File: src/rtl/lfo_pkg.sv
// Shared types and constants for the LFO bank: wave shapes, config selectors
// and sweep FSM states.
package lfo_pkg;

  typedef enum logic [1:0] {
    SQUARE           = 2'b00,
    TRIANGLE         = 2'b01,
    SAWTOOTH         = 2'b10,
    REVERSE_SAWTOOTH = 2'b11
  } wave_e;

  localparam logic [1:0] CFG_FREQ = 2'd0;
  localparam logic [1:0] CFG_AMP  = 2'd1;
  localparam logic [1:0] CFG_WAVE = 2'd2;
  localparam logic [1:0] CFG_SYNC = 2'd3;

  typedef enum logic {
    IDLE  = 1'b0,
    SWEEP = 1'b1
  } state_e;

endpackage

File: src/rtl/lfo_shaper.sv
// Combinational wave shaper: maps the top bits of a phase word and a wave type
// to a signed full-scale sample in [-M, M-1], M = 2^(OUT_W-1).
module lfo_shaper
  import lfo_pkg::*;
#(
  parameter int OUT_W = 8
) (
  input  logic        [OUT_W-1:0] t,
  input  wave_e                   wave,
  output logic signed [OUT_W-1:0] raw
);

  localparam logic [OUT_W-1:0] MID = {1'b1, {(OUT_W-1){1'b0}}};

  logic [OUT_W-2:0] fold;

  // NOTE: every signal written here gets a default first, so no path can infer a latch.
  always_comb begin
    raw  = '0;
    // Triangle folds the upper half of the phase back down.
    fold = t[OUT_W-1] ? ~t[OUT_W-2:0] : t[OUT_W-2:0];
    case (wave)
      SAWTOOTH:         raw = t - MID;
      REVERSE_SAWTOOTH: raw = ~(t - MID);
      SQUARE:           raw = t[OUT_W-1] ? MID : ~MID;
      TRIANGLE:         raw = {fold, 1'b0} - MID;
      default:          raw = '0;
    endcase
  end

endmodule

File: src/rtl/lfo_bank.sv
// Time-multiplexed LFO bank: each tick sweeps all channels one per clock,
// advancing each phase accumulator and emitting an amplitude-scaled sample.
module lfo_bank
  import lfo_pkg::*;
#(
  parameter  int N_CH    = 4,
  parameter  int PHASE_W = 24,
  parameter  int FREQ_W  = 16,
  parameter  int OUT_W   = 8,
  localparam int CH_W    = $clog2(N_CH)
) (
  input  logic                    i_clock,
  input  logic                    i_reset,
  input  logic                    i_tick,
  input  logic                    i_cfg_valid,
  output logic                    o_cfg_ready,
  input  logic [CH_W-1:0]         i_cfg_ch,
  input  logic [1:0]              i_cfg_sel,
  input  logic [FREQ_W-1:0]       i_cfg_data,
  output logic                    o_valid,
  output logic [CH_W-1:0]         o_ch,
  output logic signed [OUT_W-1:0] o_sample,
  output logic                    o_busy,
  output logic                    o_overrun
);

  localparam logic [CH_W-1:0] LAST_CH = CH_W'(N_CH - 1);
  localparam int              PROD_W  = 2 * OUT_W + 1;

  logic [PHASE_W-1:0] phase [N_CH];
  logic [FREQ_W-1:0]  freq  [N_CH];
  logic [OUT_W-1:0]   amp   [N_CH];
  wave_e              wave  [N_CH];

  state_e             state, state_nxt;
  logic [CH_W-1:0]    c;
  logic               start, cfg_we, last_ch;

  logic [PHASE_W-1:0]       phase_sum;
  logic [OUT_W-1:0]         t;
  logic signed [OUT_W-1:0]  raw;
  logic signed [PROD_W-1:0] raw_ext, amp_ext, product;
  logic signed [OUT_W-1:0]  sample_nxt;

  assign o_busy      = (state == SWEEP) || o_valid;
  assign o_cfg_ready = !o_busy;
  assign start       = i_tick && !o_busy;
  assign cfg_we      = i_cfg_valid && o_cfg_ready;
  assign last_ch     = (c == LAST_CH);

  // Stage 1: advance the selected channel and shape its new phase.
  assign phase_sum = phase[c] + PHASE_W'(freq[c]);
  assign t         = phase_sum[PHASE_W-1 -: OUT_W];

  lfo_shaper #(.OUT_W(OUT_W)) u_shaper (
    .t    (t),
    .wave (wave[c]),
    .raw  (raw)
  );

  // Amplitude is unsigned, so it enters the multiply with a zero sign bit.
  assign raw_ext    = PROD_W'(raw);
  assign amp_ext    = PROD_W'($signed({1'b0, amp[c]}));
  assign product    = raw_ext * amp_ext;
  assign sample_nxt = OUT_W'(product >>> OUT_W);

  always_ff @(posedge i_clock) begin
    if (i_reset) state <= IDLE;
    else         state <= state_nxt;
  end

  always_comb begin
    state_nxt = state;
    case (state)
      IDLE:    if (start)   state_nxt = SWEEP;
      SWEEP:   if (last_ch) state_nxt = IDLE;
      default:              state_nxt = IDLE;
    endcase
  end

  // NOTE: sequential state uses non-blocking assignments so every register samples pre-edge values.
  always_ff @(posedge i_clock) begin
    if (i_reset) begin
      c         <= '0;
      o_valid   <= 1'b0;
      o_ch      <= '0;
      o_sample  <= '0;
      o_overrun <= 1'b0;
      // NOTE: the channel arrays are reset too, since a reset must leave every channel silent and in phase.
      for (int i = 0; i < N_CH; i++) begin
        phase[i] <= '0;
        freq[i]  <= '0;
        amp[i]   <= '0;
        wave[i]  <= SQUARE;
      end
    end else begin
      o_valid <= 1'b0;
      if (i_tick && o_busy) o_overrun <= 1'b1;

      if (state == SWEEP) begin
        phase[c] <= phase_sum;
        o_valid  <= 1'b1;
        o_ch     <= c;
        o_sample <= sample_nxt;
        c        <= last_ch ? '0 : c + CH_W'(1);
      end else if (cfg_we) begin
        // Writes land only while idle, so they never collide with the sweep.
        case (i_cfg_sel)
          CFG_FREQ: freq[i_cfg_ch]  <= i_cfg_data;
          CFG_AMP:  amp[i_cfg_ch]   <= i_cfg_data[OUT_W-1:0];
          CFG_WAVE: wave[i_cfg_ch]  <= wave_e'(i_cfg_data[1:0]);
          default:  phase[i_cfg_ch] <= PHASE_W'(i_cfg_data) << (PHASE_W - FREQ_W);
        endcase
      end
    end
  end

endmodule

File: config.mk
export PLATFORM = sky130hd
export DESIGN_NAME = lfo_bank
export DESIGN_NICKNAME = d
export VERILOG_FILES = /design/src/rtl/lfo_pkg.sv /design/src/rtl/lfo_shaper.sv /design/src/rtl/lfo_bank.sv
export SDC_FILE = /design/constraint.sdc
export NUM_CORES = 1
export LEC_CHECK = 0
export ABC_AREA = 1
export CORE_UTILIZATION = 65
export CTS_CLUSTER_DIAMETER = 150
export DETAILED_ROUTE_END_ITERATION = 7
export GPL_ROUTABILITY_DRIVEN = 0
export PLACE_DENSITY = 0.91
export SLEW_MARGIN = 20
export SYNTH_ARGS = -nofsm -noshare
export SYNTH_HDL_FRONTEND = slang
export SYNTH_SLANG_ARGS = --single-unit
File: constraint.sdc
create_clock -name i_clock -period 13.1 [get_ports i_clock]
set_input_delay 1.965 -clock i_clock [delete_from_list [all_inputs] [get_ports i_clock]]
set_output_delay 1.965 -clock i_clock [all_outputs]
set_load 0.005 [all_outputs]
* Word level (Yosys, flattened, before mapping) *
Memories as Yosys holds them, arrays and structs flattened. A register that Yosys moved wholly into a read port is not among the register bits.
Index checks and enable logic that the tools add are counted.

storage, ports and cells
  flip-flop bits (word level) = 15
  RAM bits = 200
  bits of input ports = 24
  output and inout port bits = 14
  word-level logic and storage cells = 92
  memories kept = 4

memories
  name   depth  width  read ports  clocked after Yosys merged registers in  wr ports  RTL line        RTL
  phase  4      24     1           1                                        4         lfo_bank.sv:30  logic [PHASE_W-1:0] phase [N_CH];
  freq   4      16     1           1                                        4         lfo_bank.sv:31  logic [FREQ_W-1:0] freq [N_CH];
  amp    4      8      1           1                                        4         lfo_bank.sv:32  logic [OUT_W-1:0] amp [N_CH];
  wave   4      2      1           1                                        4         lfo_bank.sv:33  wave_e wave [N_CH];

cells by class
  add/subtract/negate cells = 4
  multipliers = 1
  eq/ne operators = 6
  muxes and demuxes = 55
  bitwise logic cells = 3
  reductions and logical operators = 13

operators with widths
  cell                 number
  $mux 24              2
  $reduce_or 24->1     2
  $mux 1               32
  $pmux 8 s4           1
  $mux 2               15
  $add 24x16->24       1
  $mul 8x9->16         1
  $mux 16              1
  $mux 8               2
  $reduce_or 16->1     1
  $sub 8x8->8 const B  2
  $eq 2x2->1 const B   4
  $not 8->8            1
  $reduce_or 8->1      1
  $mux 7               1
  $not 7->7            1
  $eq 2x1->1 const B   2
  $logic_not 2->1      2
  $logic_and 1x1->1    3
  $reduce_or 3->1      1
  $add 2x1->2 const B  1
  $pmux 1 s2           1
  $reduce_or 2->1      1
  $logic_not 1->1      1
  other kinds (2)      2

* Logic depth before layout (Yosys ltp) *
  word-level depth = 9
  mapped depth = 47

* Modules after synthesis *
Synthesis repeated with hierarchy kept, for this count alone.

second synthesis, totals
  cells, all modules = 1501
  area total of the unflattened synthesis = 13017.5 sq um

by module, submodules not included
  module      instances  cells each  area each (sq um)  sequential area each (sq um)
  lfo_bank    1          1429        12673.4            6346.1
  lfo_shaper  1          72          344.1              0.0

* Worst setup path before layout *
Ideal clock, no wire load.

  kind = flip-flop to flip-flop
  start point = reg (tool-made name)
  end point = reg o_sample[7]
  setup time = 113 ps
  arrival time = 7101 ps
  data required time = 12987 ps
  setup slack = 5885 ps
  stages on the path, launching flop included = 43
  buffers on the path = 5
  cells stage by stage = dfxtp_1 inv_2 buf_6 buf_4 clkbuf_1 clkbuf_1 buf_1 nor2_1 o22ai_1 ha_1 inv_1 fa_1 inv_1 nand4_1 nand3_1 nand2_1 o21bai_1 nand3_1 [7 not listed] nor2_1 fa_1 fa_1 fa_1 inv_1 fa_1 inv_1 ha_1 a21oi_1 o21ai_0 a21oi_1 o21ai_0 nand2_1 nand2_1 a21boi_0 nand3_1 nand3_1 nand2_1

RTL lines
  item                    RTL line         RTL
  end signal: assignment  lfo_bank.sv:104  o_sample <= sample_nxt;
  end: declaration        lfo_bank.sv:22   output logic signed [OUT_W-1:0] o_sample,

==> results.sh <==
export IMPL_status="finished, final reports clean"
export IMPL_arrival_ns=9.20
export IMPL_row_count=50
export IMPL_start_util=0.673
export IMPL_slew_violations=0
export IMPL_p_leak_nw=5.88
export IMPL_whs_ns=0.459
export IMPL_synth_common_cells="nor2_1 (314), nand2_1 (213), edfxtp_1 (200), inv_1 (150), o21ai_0 (100)"
export IMPL_syn_area_um2=12800
export IMPL_drc=0
export IMPL_first_global_vias=10553
export IMPL_ys_warn_count=0
export IMPL_cts_resized=0
export IMPL_grt_max_degree=102
export IMPL_start_kind="flop"
export IMPL_synth_area_top_cells="edfxtp_1 (47%), nor2_1 (9.2%), nand2_1 (6.3%), fa_1 (5.6%), ha_1 (5.4%)"
export IMPL_fill_cells=1270
export IMPL_max_stage_delay_ns=0.70
export IMPL_ir_drop_v=0.000170
export IMPL_async_reset_ff_frac=0
export IMPL_layout_worst_path_cycle_share=0.670
export IMPL_yosysMostFrequentCell="nor2_1"
export IMPL_synth_top_area_cell="edfxtp_1"
export IMPL_pwr_density_cell_nw_per_um2=174
export IMPL_synth_edff_count=200
export IMPL_hold_class="flop to flop"
export IMPL_synth_area_per_cell_um2=9.00
export IMPL_fmax_mhz=114
export IMPL_cts_root_buffer_cell="clkbuf_16"
export IMPL_cp_buffers_inverters=8
export IMPL_tritoncts="built"
export IMPL_yosysUniqueCellTypes=48
export IMPL_layout_min_cycle_time_ns=8.78
export IMPL_rrSetupSlack_ns=4.32
export IMPL_antenna_found_initial=1
export IMPL_max_slew_margin=0.243
export IMPL_drtIter0Drc=1273
export IMPL_cts_max_level=1
export IMPL_cts_made_buffers=24
export IMPL_grt_overflow_total=0
export IMPL_first_pass_iters=5
export IMPL_yosysTopAreaCellShare=0.471
export IMPL_finalSetupViolCount=0
export IMPL_clock_latency_ns=0.53
export IMPL_drtAntennaViolNets=0
export IMPL_grt_pass1_wl_mm=51.7
export IMPL_crit_family="adder cells"
export IMPL_clk_pin_slew_ns=0.06
export IMPL_place_hpwl_mm=21.4
export IMPL_tns_ns=0
export IMPL_clockBufferDepth=3
export IMPL_drv_cap=0
export IMPL_clock_sinks=217
export IMPL_total_power_w=0.00246
export IMPL_vias=10440
export IMPL_vias_per_cell=6.09
export IMPL_crit_slowest_cell="buf_4"
export IMPL_drive_gt1_frac=0.0839
export IMPL_rsz0062_at_grt="false"
export IMPL_ys_seq_area_frac=0.497
export IMPL_dieArea_um2=20200
export IMPL_die_y_um=142
export IMPL_core_um2=19000
export IMPL_crit_fanout=101
export IMPL_required_ns=13.52
export IMPL_synth_nets=1533
export IMPL_num_antenna_cells=0
export IMPL_post_cts_setup_buffer_count=0
export IMPL_synthToLayoutAreaGrowth_pct=10.3
export IMPL_wire_per_inst_um=19.0
export IMPL_synth_seq_cells=217
export IMPL_port_buffers=37
export IMPL_postCtsHoldBufs=0
export IMPL_worstSetupEndpointType="flop"
export IMPL_tightest_slew_ns=1.13
export IMPL_finalClockSkew_ns=0.0104
export IMPL_finalHoldViolCount=0
export IMPL_fp_dieW_um=142
export IMPL_ios=38
export IMPL_worstSetupPathType="flop to flop"
export IMPL_synthCells=1418
export IMPL_cpMostUsedCell="nand2_1"
export IMPL_synth_main_ff_cell="edfxtp_1"
export IMPL_fin_nets=1552
export IMPL_grt_usage=0.333
export IMPL_detail_route_wirelength_mm=32.6
## sequential cells by signal, indices dropped and copies added, names as in the netlist, 2 cells and up, named ones only
signal    cells
phase        96
freq         64
o_ch          2
c             2
o_sample      8
wave          8
amp          32
## worst register-to-register path: cells and delay by family (launching register included)
kind	cells	cell delay, ns
and+or+nand+nor	15	1.66
adders and majority gates	7	2.95
xor gates and xnor gates	1	0.31
buffers and inverters	8	1.93
DFF	1	0.31
AOI/OAI and AO/OA	8	1.53
## power breakdown
part	total [W]	internal (W)	switching (W)
registers	0.000821	0.000806	0.0000150
logic	0.000958	0.000350	0.000608
clock network	0.000677	0.000397	0.000280
## path summary, 6_finish.rpt
path	end	cells past startpoint	start
setup reg to reg	o_sample[7]	39	flop
hold reg to reg	o_sample[2]	2	o_sample[2]
setup / recovery	o_sample[7]	39	flop
hold / removal	o_sample[2]	2	o_sample[2]
## routing by layer
metal,GRT usage,part of all wire,up-vias
met5,0,0.00040,-
met4,0.182,0.051,2
met3,0.0458,0.099,165
met2,0.559,0.48,670
met1,0.420,0.37,4870
li1,-,-,4733
## layout make-up
| cell class | count | area, um2 | area share |
|---|---|---|---|
| Sequential cell | 217 | 6350 | 0.451 |
| Multi-Input combinational cell | 974 | 5510 | 0.391 |
| Inverter | 170 | 639 | 0.0454 |
| Clock buffer | 28 | 616 | 0.0437 |
| Timing Repair Buffer | 50 | 475 | 0.0338 |
| Tap cell | 260 | 325 | 0.0231 |
| Clock inverter | 15 | 169 | 0.0120 |
## logic make-up after synthesis
logic type                 after synthesis  synth area share
buffers and inverters                  227            0.0725
DFF                                    217             0.497
AOI/OAI and AO/OA                      201            0.0924
adders and majority gates               91             0.110
and+or+nand+nor                        678             0.224
xor gates and xnor gates                 4           0.00333
## through the flow
| stage | cells | instance area (um2) | worst slack, ns | util |
|---|---|---|---|---|
| after floorplan | 1418 | 12800 | 5.89 | - |
| after global routing | 1714 | 14100 | 3.69 | 0.743 |
| final | 1714 | 14100 | 4.32 | 0.743 |
| after global placement | 1670 | 13300 | 5.01 | 0.701 |
| after detailed placement | 1671 | 13300 | 4.59 | 0.701 |
| after CTS | 1714 | 14100 | 4.51 | 0.743 |
## layout by cell type, fill, tap and decap left out, types with 3 or more instances in the layout
cell and n:
ha_1 55, nor2_1 313, nand4_1 3, clkinv_1 12, nand2_1 213, clkinv_2 5, or2_1 4, inv_2 11
nand2_2 17, dfxtp_1 16, inv_1 149, o21ai_2 3, clkdlybuf4s50_1 37, o21ai_0 96, fa_1 36, a21oi_1 40
o21ai_1 6, o22ai_1 34, nand3_1 55, a32oi_1 9, nand3_2 3, clkbuf_1 4, clkinvlp_4 3, or2_2 18
buf_4 12, nor2_2 5, edfxtp_1 200, nand2_4 4, nor3_1 36, clkbuf_16 24, bufinv_16 3
No activity file was read; power rests on OpenSTA's default activity.
